**src/rtl/mining_job_issuer.sv**
```systemverilog
// mining_job_issuer: buffers host jobs, replays them onto the mining_pipeline
// command port as one-cycle strobes separated by a fixed gap, starts mining on
// a job marked last, then waits for a match under a timeout. The result goes
// back to the host over a valid/ready handshake.
//
// Handshakes: a job transfers on a rising edge where job_valid && job_ready.
// A result transfers on a rising edge where res_valid && res_ready. Once
// res_valid rises, it and res_match/res_timeout/res_cycles hold until that
// edge or an abort.
module mining_job_issuer #(
  parameter int DEPTH      = 4,
  parameter int GAP_CYCLES = 2,
  parameter int TIMEOUT    = 1024
) (
  input  logic        clk,
  input  logic        rst_n,
  input  logic        job_valid,
  output logic        job_ready,
  input  logic [7:0]  job_opcode,
  input  logic [80:0] job_operand,
  input  logic        job_last,
  input  logic        abort,
  output logic [7:0]  opcode,
  output logic [80:0] operand,
  output logic        valid_opcode,
  output logic        start_mine,
  input  logic        match_found,
  output logic        res_valid,
  input  logic        res_ready,
  output logic        res_match,
  output logic        res_timeout,
  output logic [15:0] res_cycles,
  output logic        busy,
  output logic [2:0]  dbg_state
);

  localparam int AW = $clog2(DEPTH);
  localparam int GW = (GAP_CYCLES > 1) ? $clog2(GAP_CYCLES) : 1;

  localparam logic [2:0] S_IDLE   = 3'd0;
  localparam logic [2:0] S_ISSUE  = 3'd1;
  localparam logic [2:0] S_GAP    = 3'd2;
  localparam logic [2:0] S_MINE   = 3'd3;
  localparam logic [2:0] S_WAIT   = 3'd4;
  localparam logic [2:0] S_REPORT = 3'd5;

  logic [7:0]    r_mem_op      [DEPTH];
  logic [80:0]   r_mem_operand [DEPTH];
  logic          r_mem_last    [DEPTH];
  logic [AW:0]   r_wr_ptr;
  logic [AW:0]   r_rd_ptr;
  logic [2:0]    r_state;
  logic [GW-1:0] r_gap_cnt;
  logic [15:0]   r_cnt;
  logic          r_cur_last;
  logic [7:0]    r_opcode;
  logic [80:0]   r_operand;
  logic          r_res_match;
  logic          r_res_timeout;
  logic [15:0]   r_res_cycles;

  logic [AW:0]   w_count;
  logic          w_full;
  logic          w_empty;
  logic          w_push;
  logic          w_pop;
  logic          w_gap_done;

  // FIFO occupancy, push/pop qualification; abort discards a coincident push.
  always_comb begin
    w_count    = r_wr_ptr - r_rd_ptr;
    w_full     = w_count[AW];
    w_empty    = (w_count == '0);
    w_push     = job_valid && !w_full && !abort;
    w_gap_done = (r_state == S_GAP) && (r_gap_cnt == GW'(GAP_CYCLES - 1));
    w_pop      = !abort && !w_empty &&
                 ((r_state == S_IDLE) || (w_gap_done && !r_cur_last));
  end

  // FIFO storage; contents are don't-care until written, so no reset.
  always_ff @(posedge clk) begin
    if (w_push) begin
      r_mem_op[r_wr_ptr[AW-1:0]]      <= job_opcode;
      r_mem_operand[r_wr_ptr[AW-1:0]] <= job_operand;
      r_mem_last[r_wr_ptr[AW-1:0]]    <= job_last;
    end
  end

  // FIFO pointers; abort empties the queue.
  always_ff @(posedge clk or negedge rst_n) begin
    if (!rst_n) begin
      r_wr_ptr <= '0;
      r_rd_ptr <= '0;
    end else if (abort) begin
      r_wr_ptr <= '0;
      r_rd_ptr <= '0;
    end else begin
      if (w_push) r_wr_ptr <= r_wr_ptr + 1'b1;
      if (w_pop)  r_rd_ptr <= r_rd_ptr + 1'b1;
    end
  end

  // Issue/mine/report sequencer with command and result registers.
  always_ff @(posedge clk or negedge rst_n) begin
    if (!rst_n) begin
      r_state       <= S_IDLE;
      r_gap_cnt     <= '0;
      r_cnt         <= '0;
      r_cur_last    <= 1'b0;
      r_opcode      <= '0;
      r_operand     <= '0;
      r_res_match   <= 1'b0;
      r_res_timeout <= 1'b0;
      r_res_cycles  <= '0;
    end else if (abort) begin
      r_state       <= S_IDLE;
      r_gap_cnt     <= '0;
      r_cnt         <= '0;
      r_res_match   <= 1'b0;
      r_res_timeout <= 1'b0;
      r_res_cycles  <= '0;
    end else begin
      if (w_pop) begin
        r_opcode   <= r_mem_op[r_rd_ptr[AW-1:0]];
        r_operand  <= r_mem_operand[r_rd_ptr[AW-1:0]];
        r_cur_last <= r_mem_last[r_rd_ptr[AW-1:0]];
      end
      case (r_state)
        S_IDLE: begin
          if (w_pop) r_state <= S_ISSUE;
        end
        S_ISSUE: begin
          r_gap_cnt <= '0;
          r_state   <= S_GAP;
        end
        S_GAP: begin
          if (w_gap_done) begin
            r_gap_cnt <= '0;
            if (r_cur_last)  r_state <= S_MINE;
            else if (w_pop)  r_state <= S_ISSUE;
            else             r_state <= S_IDLE;
          end else begin
            r_gap_cnt <= r_gap_cnt + GW'(1);
          end
        end
        S_MINE: begin
          r_cnt   <= '0;
          r_state <= S_WAIT;
        end
        S_WAIT: begin
          // A match on the final cycle beats the timeout.
          if (match_found) begin
            r_res_match  <= 1'b1;
            r_res_cycles <= r_cnt + 16'd1;
            r_state      <= S_REPORT;
          end else if (r_cnt == 16'(TIMEOUT - 1)) begin
            r_res_timeout <= 1'b1;
            r_res_cycles  <= 16'(TIMEOUT);
            r_state       <= S_REPORT;
          end else begin
            r_cnt <= r_cnt + 16'd1;
          end
        end
        S_REPORT: begin
          if (res_ready) begin
            r_res_match   <= 1'b0;
            r_res_timeout <= 1'b0;
            r_res_cycles  <= '0;
            r_state       <= S_IDLE;
          end
        end
        default: r_state <= S_IDLE;
      endcase
    end
  end

  // Strobes decode straight from state so async reset clears them at once.
  always_comb begin
    job_ready    = !w_full;
    opcode       = r_opcode;
    operand      = r_operand;
    valid_opcode = (r_state == S_ISSUE);
    start_mine   = (r_state == S_MINE);
    res_valid    = (r_state == S_REPORT);
    res_match    = r_res_match;
    res_timeout  = r_res_timeout;
    res_cycles   = r_res_cycles;
    busy         = (r_state != S_IDLE) || !w_empty;
    dbg_state    = r_state;
  end

endmodule

```
**config.mk**
```make
export PLATFORM = sky130hd
export DESIGN_NAME = mining_job_issuer
export DESIGN_NICKNAME = d
export VERILOG_FILES = /design/src/rtl/mining_job_issuer.sv
export SDC_FILE = /design/constraint.sdc
export NUM_CORES = 1
export LEC_CHECK = 0
export CAP_MARGIN = 30
export CORE_ASPECT_RATIO = 0.8
export CORE_UTILIZATION = 40
export DETAILED_ROUTE_END_ITERATION = 8
export GPL_TIMING_DRIVEN = 0
export SYNTH_ARGS = -nofsm -noshare
export SYNTH_HDL_FRONTEND = slang
export SYNTH_SLANG_ARGS = --single-unit
```
**constraint.sdc**
```tcl
create_clock -name clk -period 5.98 [get_ports clk]
set_clock_uncertainty 0.1 [all_clocks]
set_input_delay 0.598 -clock clk [delete_from_list [all_inputs] [get_ports clk]]
set_output_delay 0.598 -clock clk [all_outputs]
set_load 0.01 [all_outputs]
```
==> run summary, run 1 <==
worst slew pin tran: 0.879 ns
Setup TNS: 0 ns
Detail Placement HPWL: 24,600 µm
mapped cell area: 0.0189 mm²
top post-synthesis cells by area: edfxtp_1 (57%), dfrtp_1 (18%), mux4_2 (11%)
largest net degree at the start of global routing: 81
vias: 9,484
Post-synth ARST share: 0.271
Seq cells post-synth: 494
area grow syn2layout: 26.4%
Fin. Hold Viols: 0
maximum VDD drop: 0.324 mV
post-synthesis sequential area ratio: 0.751
most used cell, CP: clkbuf_1
max-cap violation count: 0
final instance area: 0.0239 mm²
CTS tree: done
CTS clk-pin slew, worst paths: 0.06 ns
post-synth cell types: 47
Port Buf Inserts: 210
final wirelength: 39,600 µm
syn_area_per_cell: 20.4 µm²
worst hold path class: flip-flop to flip-flop
Slew Limit Headroom: 0.414
fin. max-slew vios: 0
Vias/cell: 5.10
clk sinks: 494
die height: 196 µm
worst skew pair latency: 0.58 ns
core area: 0.0462 mm²
initial antenna violation count: 7
H-tree levels: 2
total die area: 0.0480 mm²
slowest stage delay, CP: 0.55 ns
worst-path fanout max: 10
Routed Antenna Nets: 0
area post-placement: 0.0219 mm²
proportion of layout cells with a drive suffix above 1: 0.248
CTS buffer count: 51
All-Layer GR Usage: 0.168
first-pass GRT wire length: 60,300 µm
hold depth: 1
Startpoint Class: flip-flop
DR iter-0 viols: 540
Avg WL per Cell: 21.3 µm
GPL Wtd Cong: 0.802
drt pass-1 iters: 4
IO Count: 211
row count: 70
Worst Setup Path Type: flip-flop to primary output
cell at the slowest stage of the critical path: clkbuf_1
Worst EP required: 5.28 ns
DRC violations left: 0
root buffer cell: clkbuf_16
vias in the first global route: 9,858
Starting Density: 0.409
Design Power: 11.3 mW
Post CTS Setup Buffer Count: 0
Net Count, Synth: 1,031
Worst setup EP type: primary output
# setup viols final: 0
leakage power: 8.40 nW
CTS Hold Buffers Added: 1
Final Cycle Share: 0.758
pwr dens: 475 mW/mm²
Ys Warns: 0
Post-synth EDFFs: 360
remaining global-route overflow: 0
CP arrival: 3.83 ns
RSZ-0062 raised after global routing: no
Final Util: 0.517
Post-Syn Instances: 927
Min Clock Period, post-route: 4.53 ns
area share of the largest cell type after synthesis: 0.573
status: finished, final reports clean
cell taking the most area after synthesis: edfxtp_1
cts repair resizes: 0
Die Span X: 245 µm
R2R depth: 12
Synth Flop Type: edfxtp_1
cells along the critical path: clkbuf_1, buf_8, clkbuf_1, inv_1, ha_1, nor2b_1, xnor2_1, nand2_1, or4_1, clkdlybuf4s50_1
CTS max path bufs: 3
FMAX: 0.221 GHz
nets: 1,306
through the flow:
stage / std cells / hold WS [ns] / worst slack (ns)
finish: 1860 / 0.392 / 1.45
floorplan: 927 / 0.202 / 1.37
detailed placement: 1757 / 0.381 / 1.32
CTS: 1853 / 0.396 / 1.09
global placement: 1749 / 0.380 / -2.46
global route: 1856 / 0.413 / 1.18
synth_stat cells, drive strengths merged, types with 2 or more instances:
cell,number
o2bb2ai,3
mux2,90
mux2i,2
a221o,3
nand2,24
nor2,14
nand4,3
and3,5
clkbuf,19
a22o,13
o31ai,3
dfrtp,134
edfxtp,360
a31oi,2
a211oi,4
mux4,90
o21ai,14
ha,8
buf,24
or3,11
a21oi,13
and2,8
xnor2,14
or2,2
nand3,24
inv,16
xor2,3
o211ai,2
nor3,7
nor2b,2
nand2b,2
sequential cells by signal (all words and copies together), names as in the netlist, 3 cells and up:
signal         flops
res_cycles        16
r_mem_last         4
r_cnt             16
dbg_state          3
r_mem_op          32
r_mem_operand    324
r_wr_ptr           3
r_rd_ptr           3
opcode             8
operand           81
power breakdown:
| part | switching, mW | total, mW | internal, mW |
|---|---|---|---|
| registers | 0.267 | 4.57 | 4.31 |
| logic | 1.44 | 3.33 | 1.88 |
| clock network | 1.32 | 3.44 | 2.11 |
cell families after synthesis:
kind of cell             Yosys count  share of synthesized area
AO/OA/AOI/OAI                     61                     0.0232
XOR/XNOR                          17                    0.00789
multiplexers                     182                      0.169
adder cells (fa/ha/maj)            8                    0.00531
buffers and inverters             59                     0.0147
flip-flops                       494                      0.751
AND/OR/NAND/NOR                  106                     0.0290
path summary, 6_finish.rpt:
check                          startpoint  slack (ns)                    to
max reg2reg                   r_rd_ptr[1]        1.68  r_mem_operand[2][58]
min in group asynchronous           rst_n        0.44          dbg_state[1]
min                        res_cycles[15]        0.39        res_cycles[15]
min reg2reg                res_cycles[15]        0.39        res_cycles[15]
max in group asynchronous           rst_n        4.51           operand[60]
max                           r_rd_ptr[1]        1.45                  busy
area by class of cell:
| class | instances | area [µm²] |
|---|---|---|
| plain buffers | 43 | 218 |
| clock inverters | 32 | 469 |
| diodes | 4 | 10.0 |
| well taps | 612 | 766 |
| clock buffers | 63 | 1370 |
| inverters | 16 | 60.1 |
| flip-flops and latches | 494 | 14200 |
| fillers | 3719 | 22300 |
| repair buffers | 222 | 2360 |
| multi-input cells | 374 | 4440 |
placed cells by master, fill, tap and decap left out, types with 13 or more instances in the layout:
cell type        Yosys  routed
clkbuf_1            19      26
xnor2_1             14      14
inv_1               16      16
o21ai_0             13      13
dfrtp_1            134     134
mux2_4              35      35
clkbuf_16            0      51
nand2_1             24      24
mux4_2              90      90
mux2_2              55      55
buf_2               15      15
nand3_1             24      24
edfxtp_1           360     360
nor2_1              14      14
a22o_1              13      13
clkdlybuf4s50_1      0     209
worst max-delay path, delay by kind of cell (launching register included):
kind | cells | cell delay (ns)
XOR/XNOR | 1 | 0.18
AND/OR/NAND/NOR | 3 | 0.70
adder cells (fa/ha/maj) | 1 | 0.24
flip-flops | 1 | 0.42
buffers and inverters | 5 | 1.70
per-layer routing:
layer,vias up,share of wire,GRT usage
met3,68,0.061,0.0487
met4,6,0.023,0.0505
met5,-,0.00099,0
met1,4933,0.44,0.224
li1,4264,-,-
met2,213,0.48,0.268
No activity file was read; power rests on OpenSTA's default activity.
==> run 2, diff against run 1 <==
clock period = 3.97 ns   (was 5.98 ns; I/O delays follow)
==> run summary, run 2 (synthesis gave the netlist of run 1 again) <==
status: finished, final reports clean (unchanged)
All-Layer GR Usage: 0.167 (was 0.168)
vias in the first global route: 9,819 (was 9,858)
final wirelength: 40,000 µm (was 39,600 µm)
Hold Slack: 0.256 ns (was 0.392 ns)
CTS tree: done (unchanged)
initial antenna violation count: 6 (was 7)
maximum VDD drop: 0.410 mV (was 0.324 mV)
worst hold path class: primary input to asynchronous set/reset pin (was flip-flop to flip-flop)
cells along the critical path: clkbuf_4, inv_1, ha_1, nor2b_1, xnor2_1, nand2_1, or4_1, clkdlybuf4s50_1 (was clkbuf_1, buf_8, clkbuf_1, inv_1, ha_1, nor2b_1, xnor2_1, nand2_1, or4_1, clkdlybuf4s50_1)
GRT Max-Usage Layer: met2 (unchanged)
Starting Density: 0.409 (unchanged)
FMAX: 0.284 GHz
grt met3 use: 0.0453 (was 0.0487)
CTS max path bufs: 3 (unchanged)
max-cap violation count: 0 (unchanged)
cell total after placement: 1,755 (was 1,757)
Detail Placement HPWL: 23,900 µm (was 24,600 µm)
commonest non-fill, non-tap cells in the layout: edfxtp_1 (360), clkdlybuf4s50_1 (209), dfrtp_1 (134) (unchanged)
CTS buffer count: 51 (unchanged)
H-tree levels: 2 (unchanged)
GPL Wtd Cong: 0.789 (was 0.802)
largest net degree at the start of global routing: 83 (was 81)
first-pass GRT wire length: 59,700 µm (was 60,300 µm)
Slew Limit Headroom: 0.377 (was 0.414)
grt met1 use: 0.232 (was 0.224)
total die area: 0.0480 mm² (unchanged)
nets: 1,306 (unchanged)
GRT met2 Usage: 0.258 (was 0.268)
worst skew pair latency: 0.59 ns (was 0.58 ns)
remaining global-route overflow: 0 (unchanged)
leakage power: 8.37 nW (was 8.40 nW)
worst slew pin tran: 0.934 ns (was 0.879 ns)
Min Clock Period, post-route: 3.53 ns
row count: 70 (unchanged)
CP top delay family: buffers and inverters (unchanged)
Post CTS Setup Buffer Count: 0 (unchanged)
cell at the slowest stage of the critical path: clkdlybuf4s50_1 (was clkbuf_1)
CP arrival: 3.03 ns (was 3.83 ns)
core area: 0.0462 mm² (unchanged)
Buf/Inv on CP: 3 (was 5)
Vias/cell: 5.04 (was 5.10)
Routed Antenna Nets: 0 (unchanged)
Die Span X: 245 µm (unchanged)
DRC violations left: 0 (unchanged)
Worst Setup Path Type: flip-flop to primary output (unchanged)
pwr dens: 709 mW/mm² (was 475 mW/mm²)
Avg WL per Cell: 21.5 µm (was 21.3 µm)
area grow syn2layout: 25.8% (was 26.4%)
DR iter-0 viols: 547 (was 540)
clk sinks: 494 (unchanged)
Startpoint Class: flip-flop (unchanged)
die height: 196 µm (unchanged)
commonest non-fill, non-tap cell in the layout: edfxtp_1 (unchanged)
# setup viols final: 0 (unchanged)
drt pass-1 iters: 4 (unchanged)
CTS clk-pin slew, worst paths: 0.06 ns (about the same)
RSZ-0062 raised after global routing: no (unchanged)
Design Power: 16.8 mW (was 11.3 mW)
slowest stage delay, CP: 0.52 ns (was 0.55 ns)
number of flip-flops in the largest register: 324 (unchanged)
IO Count: 211 (unchanged)
Final Cycle Share: 0.888
Worst setup EP type: primary output (unchanged)
worst-path fanout max: 19 (was 10)
fin. max-slew vios: 0 (unchanged)
Port Buf Inserts: 210 (unchanged)
Final Non-Filler Cells: 1,860 (unchanged)
Worst EP required: 3.47 ns (was 5.28 ns)
Fin. Hold Viols: 0 (unchanged)
root buffer cell: clkbuf_16 (unchanged)
proportion of layout cells with a drive suffix above 1: 0.250 (was 0.248)
area post-placement: 0.0219 mm² (about the same)
vias: 9,368 (was 9,484)
final instance area: 0.0237 mm² (was 0.0239 mm²)
-- run 2: cell types whose count changed in the layout (fill, tap and decap cells not counted), sizes merged --
cell / previous run / this run
and2: 8 / 12
buf: 36 / 33
bufinv: 11 / 7
clkbuf: 82 / 79
clkinv: 12 / 20
clkinvlp: 6 / 3
inv: 19 / 20
-- run 2: path summary, 6_finish.rpt --
path                            cells past startpoint       startpoint                    to  slack (ns)
worst max-delay path                                8      r_rd_ptr[1]                  busy        0.44
worst min-delay path                                2            rst_n           operand[17]        0.26
worst max register to register                      9      r_rd_ptr[1]   r_mem_operand[2][1]        0.47
worst min register to register                      1    res_cycles[3]         res_cycles[3]        0.40
max in group asynchronous                           3            rst_n           operand[11]        2.67
min in group clk                                    1  job_operand[61]  r_mem_operand[0][61]        0.34
-- run 2: layer usage --
layer,up-vias,share of wire
li1,4279,-
met3,56,0.061
met4,6,0.017
met1,4821,0.46
met5,-,0.0011
met2,206,0.46
-- run 2: through the flow --
step           utilization  setup TNS [ns]  setup WS [ns]
2_1_floorplan            -               0          0.359
3_3_place_gp         0.471        -1160.09          -4.36
3_5_place_dp         0.475         -113.13         -0.503
4_1_cts              0.512               0          0.167
5_1_grt              0.514               0          0.163
6_report             0.514               0          0.443
-- run 2: area by class of cell --
class | count | area, µm²
multi-input cells | 378 | 4470
clock inverters | 34 | 379
diodes | 4 | 10.0
well taps | 612 | 766
fillers | 3694 | 22400
inverters | 16 | 60.1
flip-flops and latches | 494 | 14200
plain buffers | 42 | 218
clock buffers | 61 | 1360
repair buffers | 219 | 2300
-- run 2: power by group --
| part | switching, mW | internal (mW) | leakage [nW] |
|---|---|---|---|
| clock | 1.99 | 2.92 | 0.861 |
| sequential | 0.398 | 6.49 | 4.93 |
| combinational | 2.20 | 2.82 | 2.58 |
-- run 2: repair_timing --
item                                    CTS  global route
endpoints found under the setup margin  362           191
endpoints found under the hold margin    52             0
resized for setup                         1             3
pin swaps                                 0             4
hold buffers                              1             0
gates cloned                              0             4
-- run 2: worst reg2reg max path, cell delays in order, from the launching register on --
cell,delay (ns)
dfrtp_1,0.38
clkbuf_4,0.40
inv_1,0.09
ha_1,0.30
nand2b_1,0.07
a21oi_1,0.21
o21ai_0,0.27
nor2_2,0.42
and2_4,0.53
buf_16,0.35
